File: src/rtl/l2fc_pkg.sv
// Shared types and sizes for the second fully-connected layer.
package l2fc_pkg;

    localparam int IN_NUM  = 16;
    localparam int NEU_NUM = 10;
    localparam int ACC_W   = 24;

    typedef logic [3:0] idx_t;

    typedef enum logic [2:0] {
        IDLE,
        FETCH,
        WAIT,
        MAC,
        BIAS,
        CMP,
        OUT
    } state_t;

endpackage

File: src/rtl/l2fc_mac.sv
// Purpose: 8-bit unsigned x 8-bit signed multiply-accumulate with bias add.
// Latency: one product or bias folded into acc per enabled cycle.
// Backpressure: none; the caller sequences clear/en/add_bias.
module l2fc_mac
    import l2fc_pkg::*;
#(
    parameter int BIAS_SHIFT = 7
) (
    input  logic                    clk,
    input  logic                    rst_n,
    input  logic                    clear,
    input  logic                    add_bias,
    input  logic                    en,
    input  logic [7:0]              act,
    input  logic signed [7:0]       w,
    input  logic signed [7:0]       bias,
    output logic signed [ACC_W-1:0] acc
);

    logic signed [16:0]      act_ext;
    logic signed [16:0]      w_ext;
    logic signed [16:0]      prod;
    logic signed [ACC_W-1:0] prod_ext;
    logic signed [ACC_W-1:0] bias_ext;

    // 17x17 signed multiply; the true product always fits in 17 bits
    assign act_ext  = {9'b0, act};
    assign w_ext    = {{9{w[7]}}, w};
    assign prod     = act_ext * w_ext;
    assign prod_ext = {{(ACC_W-17){prod[16]}}, prod};
    assign bias_ext = {{(ACC_W-8-BIAS_SHIFT){bias[7]}}, bias, {BIAS_SHIFT{1'b0}}};

    always_ff @(posedge clk) begin
        if (!rst_n) begin
            acc <= '0;
        end else if (clear) begin
            acc <= '0;
        end else if (add_bias) begin
            acc <= acc + bias_ext;
        end else if (en) begin
            acc <= acc + prod_ext;
        end
    end

endmodule

File: src/rtl/l2_full_connect.sv
// Purpose: second FC layer; 16 activations x NEU_NUM neurons, biased sums, running argmax.
// Latency: 20 cycles per neuron, out_valid 200 cycles after the accepting edge.
// Backpressure: in_ready only in IDLE; result held on out_valid until out_ready.
module l2_full_connect
    import l2fc_pkg::*;
#(
    parameter int WEIGHT_BASE = 0,
    parameter int BIAS_SHIFT  = 7
) (
    input  logic                    clk,
    input  logic                    rst_n,
    input  logic                    in_valid,
    output logic                    in_ready,
    input  logic [127:0]            din,
    output logic [8:0]              weight_addr,
    input  logic [127:0]            weight_data,
    input  logic [7:0]              bias_data,
    output logic                    out_valid,
    input  logic                    out_ready,
    output logic [3:0]              class_idx,
    output logic signed [ACC_W-1:0] class_score
);

    localparam logic signed [ACC_W-1:0] SCORE_MIN = {1'b1, {(ACC_W-1){1'b0}}};

    state_t                  state;
    state_t                  state_nxt;
    logic [127:0]            act_reg;
    logic [127:0]            w_reg;
    logic signed [7:0]       b_reg;
    logic [3:0]              k_cnt;
    idx_t                    n_cnt;
    idx_t                    best_idx;
    logic signed [ACC_W-1:0] best_score;
    logic signed [ACC_W-1:0] acc;
    logic [7:0]              act_sel;
    logic signed [7:0]       w_sel;

    assign in_ready    = (state == IDLE);
    assign out_valid   = (state == OUT);
    assign class_idx   = best_idx;
    assign class_score = best_score;
    assign weight_addr = 9'(WEIGHT_BASE) + 9'(n_cnt);
    assign act_sel     = act_reg[{k_cnt, 3'b000} +: 8];
    assign w_sel       = w_reg[{k_cnt, 3'b000} +: 8];

    always_ff @(posedge clk) begin
        if (!rst_n) begin
            state <= IDLE;
        end else begin
            state <= state_nxt;
        end
    end

    always_comb begin
        state_nxt = state;
        case (state)
            IDLE:    if (in_valid) state_nxt = FETCH;
            FETCH:   state_nxt = WAIT;
            WAIT:    state_nxt = MAC;
            MAC:     if (k_cnt == 4'(IN_NUM-1)) state_nxt = BIAS;
            BIAS:    state_nxt = CMP;
            CMP:     state_nxt = (n_cnt == idx_t'(NEU_NUM-1)) ? OUT : FETCH;
            OUT:     if (out_ready) state_nxt = IDLE;
            default: state_nxt = IDLE;
        endcase
    end

    always_ff @(posedge clk) begin
        if (!rst_n) begin
            act_reg    <= '0;
            w_reg      <= '0;
            b_reg      <= '0;
            k_cnt      <= '0;
            n_cnt      <= '0;
            best_idx   <= '0;
            best_score <= '0;
        end else begin
            case (state)
                IDLE: begin
                    if (in_valid) begin
                        act_reg    <= din;
                        n_cnt      <= '0;
                        best_idx   <= '0;
                        best_score <= SCORE_MIN;
                    end
                end
                WAIT: begin
                    w_reg <= weight_data;
                    b_reg <= bias_data;
                    k_cnt <= '0;
                end
                MAC: k_cnt <= k_cnt + 4'd1;
                CMP: begin
                    // strict compare keeps the lower index on ties
                    if (acc > best_score) begin
                        best_score <= acc;
                        best_idx   <= n_cnt;
                    end
                    if (n_cnt != idx_t'(NEU_NUM-1)) n_cnt <= n_cnt + idx_t'(1);
                end
                default: ;
            endcase
        end
    end

    l2fc_mac #(
        .BIAS_SHIFT (BIAS_SHIFT)
    ) u_mac (
        .clk      (clk),
        .rst_n    (rst_n),
        .clear    (state == WAIT),
        .add_bias (state == BIAS),
        .en       (state == MAC),
        .act      (act_sel),
        .w        (w_sel),
        .bias     (b_reg),
        .acc      (acc)
    );

endmodule

File: config.mk
export PLATFORM = sky130hd
export DESIGN_NAME = l2_full_connect
export DESIGN_NICKNAME = d
export VERILOG_FILES = /design/src/rtl/l2fc_pkg.sv /design/src/rtl/l2fc_mac.sv /design/src/rtl/l2_full_connect.sv
export SDC_FILE = /design/constraint.sdc
export NUM_CORES = 1
export LEC_CHECK = 0
export BUFFER_PORTS_ARGS = -buffer_cell sky130_fd_sc_hd__buf_2
export CORE_MARGIN = 2
export CORE_UTILIZATION = 38
export DETAILED_ROUTE_END_ITERATION = 10
export MAX_ROUTING_LAYER = met4
export PLACE_DENSITY = 0.62
export RECOVER_POWER = 25
export SYNTH_ARGS = -nofsm -noshare
export SYNTH_HDL_FRONTEND = slang
export SYNTH_SLANG_ARGS = --single-unit
File: constraint.sdc
create_clock -name clk -period 7.9 [get_ports clk]
set_input_delay 0.395 -clock clk [delete_from_list [all_inputs] [get_ports clk]]
set_output_delay 0.395 -clock clk [all_outputs]
set_load 0.01 [all_outputs]
==> results.ini <==
[cells_and_area]
final_cell_mix = nand2_1 (598), dfxtp_1 (325), a21boi_0 (272)
antennaDiodeCount = 0
fill_cells = 4858
layout_commonest_cell = nand2_1
syn2layout_area_growth_pct = 17.31
nNetsFinal = 2793
drive_gt1_share_pct = 18.52

[cts]
cts_hold_buf = 0
clk_path_buf_depth = 3
cts_sinks = 327
htreeDepth = 2
path_clk_slew_ps = 60
clock-root-buffer = clkbuf_16
clkLatencyLatePin_ps = 560
cts_resized = 0
cts_tree = yes
cts_made_buffers = 38
post_cts_buffers = 0

[worst_setup_path]
cp_slowest_cell = mux4_2
crit_required_ps = 8360
crit_path_end_kind = flop
max_stage_delay_ps = 580
arrival_ps = 7630
path_buf_inv = 3
cp_common_cell = fa_1
cp-start-kind = flop
cp_top_family = adder cells
crit_path_cell_trace = buf_12 -> buf_4 -> mux4_2 -> mux4_2 -> nand2_1 -> fa_1 -> fa_1 -> inv_1 -> fa_1 -> fa_1 -> fa_1 -> ha_1 -> a21o_1 -> a21oi_1 -> a31oi_1 -> a211o_1 -> o41ai_1 -> o21ai_0 -> xnor2_1 -> a211oi_1
timing.reg2reg.setup_slack_ps = 730
cp_max_fo = 36
crit_type = reg2reg

[power]
power.switching_uw = 1315
internal_power_uw = 3244
p_clk_share_pct = 41.5
cellLeakagePower_uw = 0.009239
sequentialPowerShare_pct = 41.3
p_comb_share_pct = 17.3
pwr_density_cell_mw_per_mm2 = 206.5
power.share.switching_pct = 28.84
peakVddDrop_mv = 0.1323

[placement]
dpl.hpwl_um = 42600
dp_slack_ps = 667.7
place_congestion = 0.8851
portBuffers = 301

[global_routing]
grt_pass1_vias = 15290
grt_pass1_wl_um = 85470
grt_max_degree = 138
gr-total-overflow = 0
antenna_found_initial = 0
grtUsageTotal_pct = 22.05

[floorplan]
die_area_mm2 = 0.05131
ios = 307
start_util_pct = 38.44
core_mm2 = 0.04895
die_y_um = 226.5
core.rowCount = 81
die_w_um = 226.5

[routing]
wl_per_cell_um = 18.19
drc = 0
drt_iter0_markers = 967
vias = 15620
via_per_inst = 5.129
wirelength_um = 55380
final_antenna_net_count = 0
drtPass1Iterations = 6

[timing]
finalHoldViolCount = 0
setup_viol = 0
min_period_ps = 7170
fin_tns_setup_ps = 0
timing.final.ws_setup_ps = 730.3
timing.final.crit_share_pct = 90.76
worst_pin_slew_ps = 4002
clock_skew_ps = 22.28
relSlewSlack_pct = -166.8
slew_violations = 382
rsz0062_at_grt = false
max_freq_mhz = 139.5

[synth]
synth.cell_area_mm2 = 0.01882
synthArstFlopShare_pct = 0
ys_seq_elements = 327
ys.flop_type = dfxtp_1
synth_cell_types = 57
yosysSeqAreaShare_pct = 34.79
synth.avg_cell_area_um2 = 8.859
syn_inst = 2124
yosysTopAreaCell = dfxtp_1
yosys-top-cells-area = dfxtp_1 (35%), nand2_1 (12%), a21boi_0 (11%)
netlist.area_leader.share_pct = 34.79
synth_edf_count = 0
yosys_warnings = 0

[worst_hold_path]
hold_class = in2reg

[run_status]
violations = max-capacitance violations, max-slew violations
status = complete, but fails checks

[run]
cap_violations = 6

## area by class of cell
type / instances / area [um^2] / share of cell area, %
inverter: 107 / 401.6 / 1.820
multi-input combinational: 1556 / 11300 / 51.21
timing repair buffer: 324 / 1637 / 7.414
clock inverter: 17 / 249.0 / 1.128
tap: 664 / 830.8 / 3.764
clock buffer: 50 / 1097 / 4.971
sequential: 327 / 6554 / 29.69
## power groups by stage
stage / logic, uW / registers, uW / clock network, uW
after floorplan: 551 / 1860 / 0
after global placement: 778 / 1920 / 0
after detailed placement: 794 / 1910 / 0
after CTS: 798 / 1880 / 1920
after global routing: 882 / 1890 / 1990
final: 787 / 1880 / 1890
## kinds of logic after synthesis
group	after synthesis	synth area share [%]
buffers and inverters	245	5.313
adder cells (fa/ha/maj)	171	13.45
AO/OA/AOI/OAI	429	16.38
multiplexers	95	10.31
other	1	0.01993
flip-flops	327	34.79
XOR/XNOR	30	1.396
AND/OR/NAND/NOR	826	18.34
## synth_stat cells, types with 10 or more instances
master,instances
o21ai_0,30
nand2_1,598
dfxtp_1,327
inv_1,107
nand4_1,10
nand3_1,11
ha_1,119
and3_1,21
a21oi_1,40
mux2i_1,15
mux4_2,79
o21a_1,27
and2_1,40
a21boi_0,272
xnor2_1,18
a211oi_1,15
clkbuf_1,109
nor3_1,19
nor2_1,79
xor2_1,12
nor2b_1,22
fa_1,52
## stage by stage
| stage | hold slack (ps) | power, uW | instance area, um^2 | std cells | utilization, % |
|---|---|---|---|---|---|
| after floorplan | 440.2 | 2414 | 18830 | 2128 | - |
| after global placement | 452.6 | 2694 | 20810 | 2978 | 42.50 |
| after detailed placement | 459.7 | 2708 | 20810 | 2978 | 42.50 |
| after CTS | 64.01 | 4597 | 22150 | 3045 | 45.25 |
| after global routing | 80.00 | 4763 | 22070 | 3045 | 45.09 |
| final | 81.31 | 4559 | 22070 | 3045 | 45.09 |
## worst paths after layout
check,endpoint,startpoint,cells after the start
setup / recovery,u_mac.acc[23],k_cnt[0],20
hold / removal,w_reg[57],weight_data[57],3
setup reg to reg,u_mac.acc[23],k_cnt[0],20
hold reg to reg,act_reg[25],act_reg[25],2
## worst reg2reg max path, cell delays in order, from the launching register on
cell and delay [ps]:
dfxtp_4 510, buf_12 310, buf_4 270, mux4_2 540
mux4_2 580, nand2_1 120, fa_1 450, fa_1 550
inv_1 50, fa_1 500, fa_1 510, fa_1 430
ha_1 340, a21o_1 200, a21oi_1 200, a31oi_1 140
a211o_1 310, o41ai_1 470, o21ai_0 210, xnor2_1 160
a211oi_1 230
## layer usage
layer	GRT usage [%]	part of all wire, %	vias to the layer above
li1	-	-	7636
met1	29.90	47	7528
met2	34.90	47	381
met3	3.084	4.6	73
met4	5.263	2.1	0
met5	-	0	-
(Power assumes the default switching activity.)
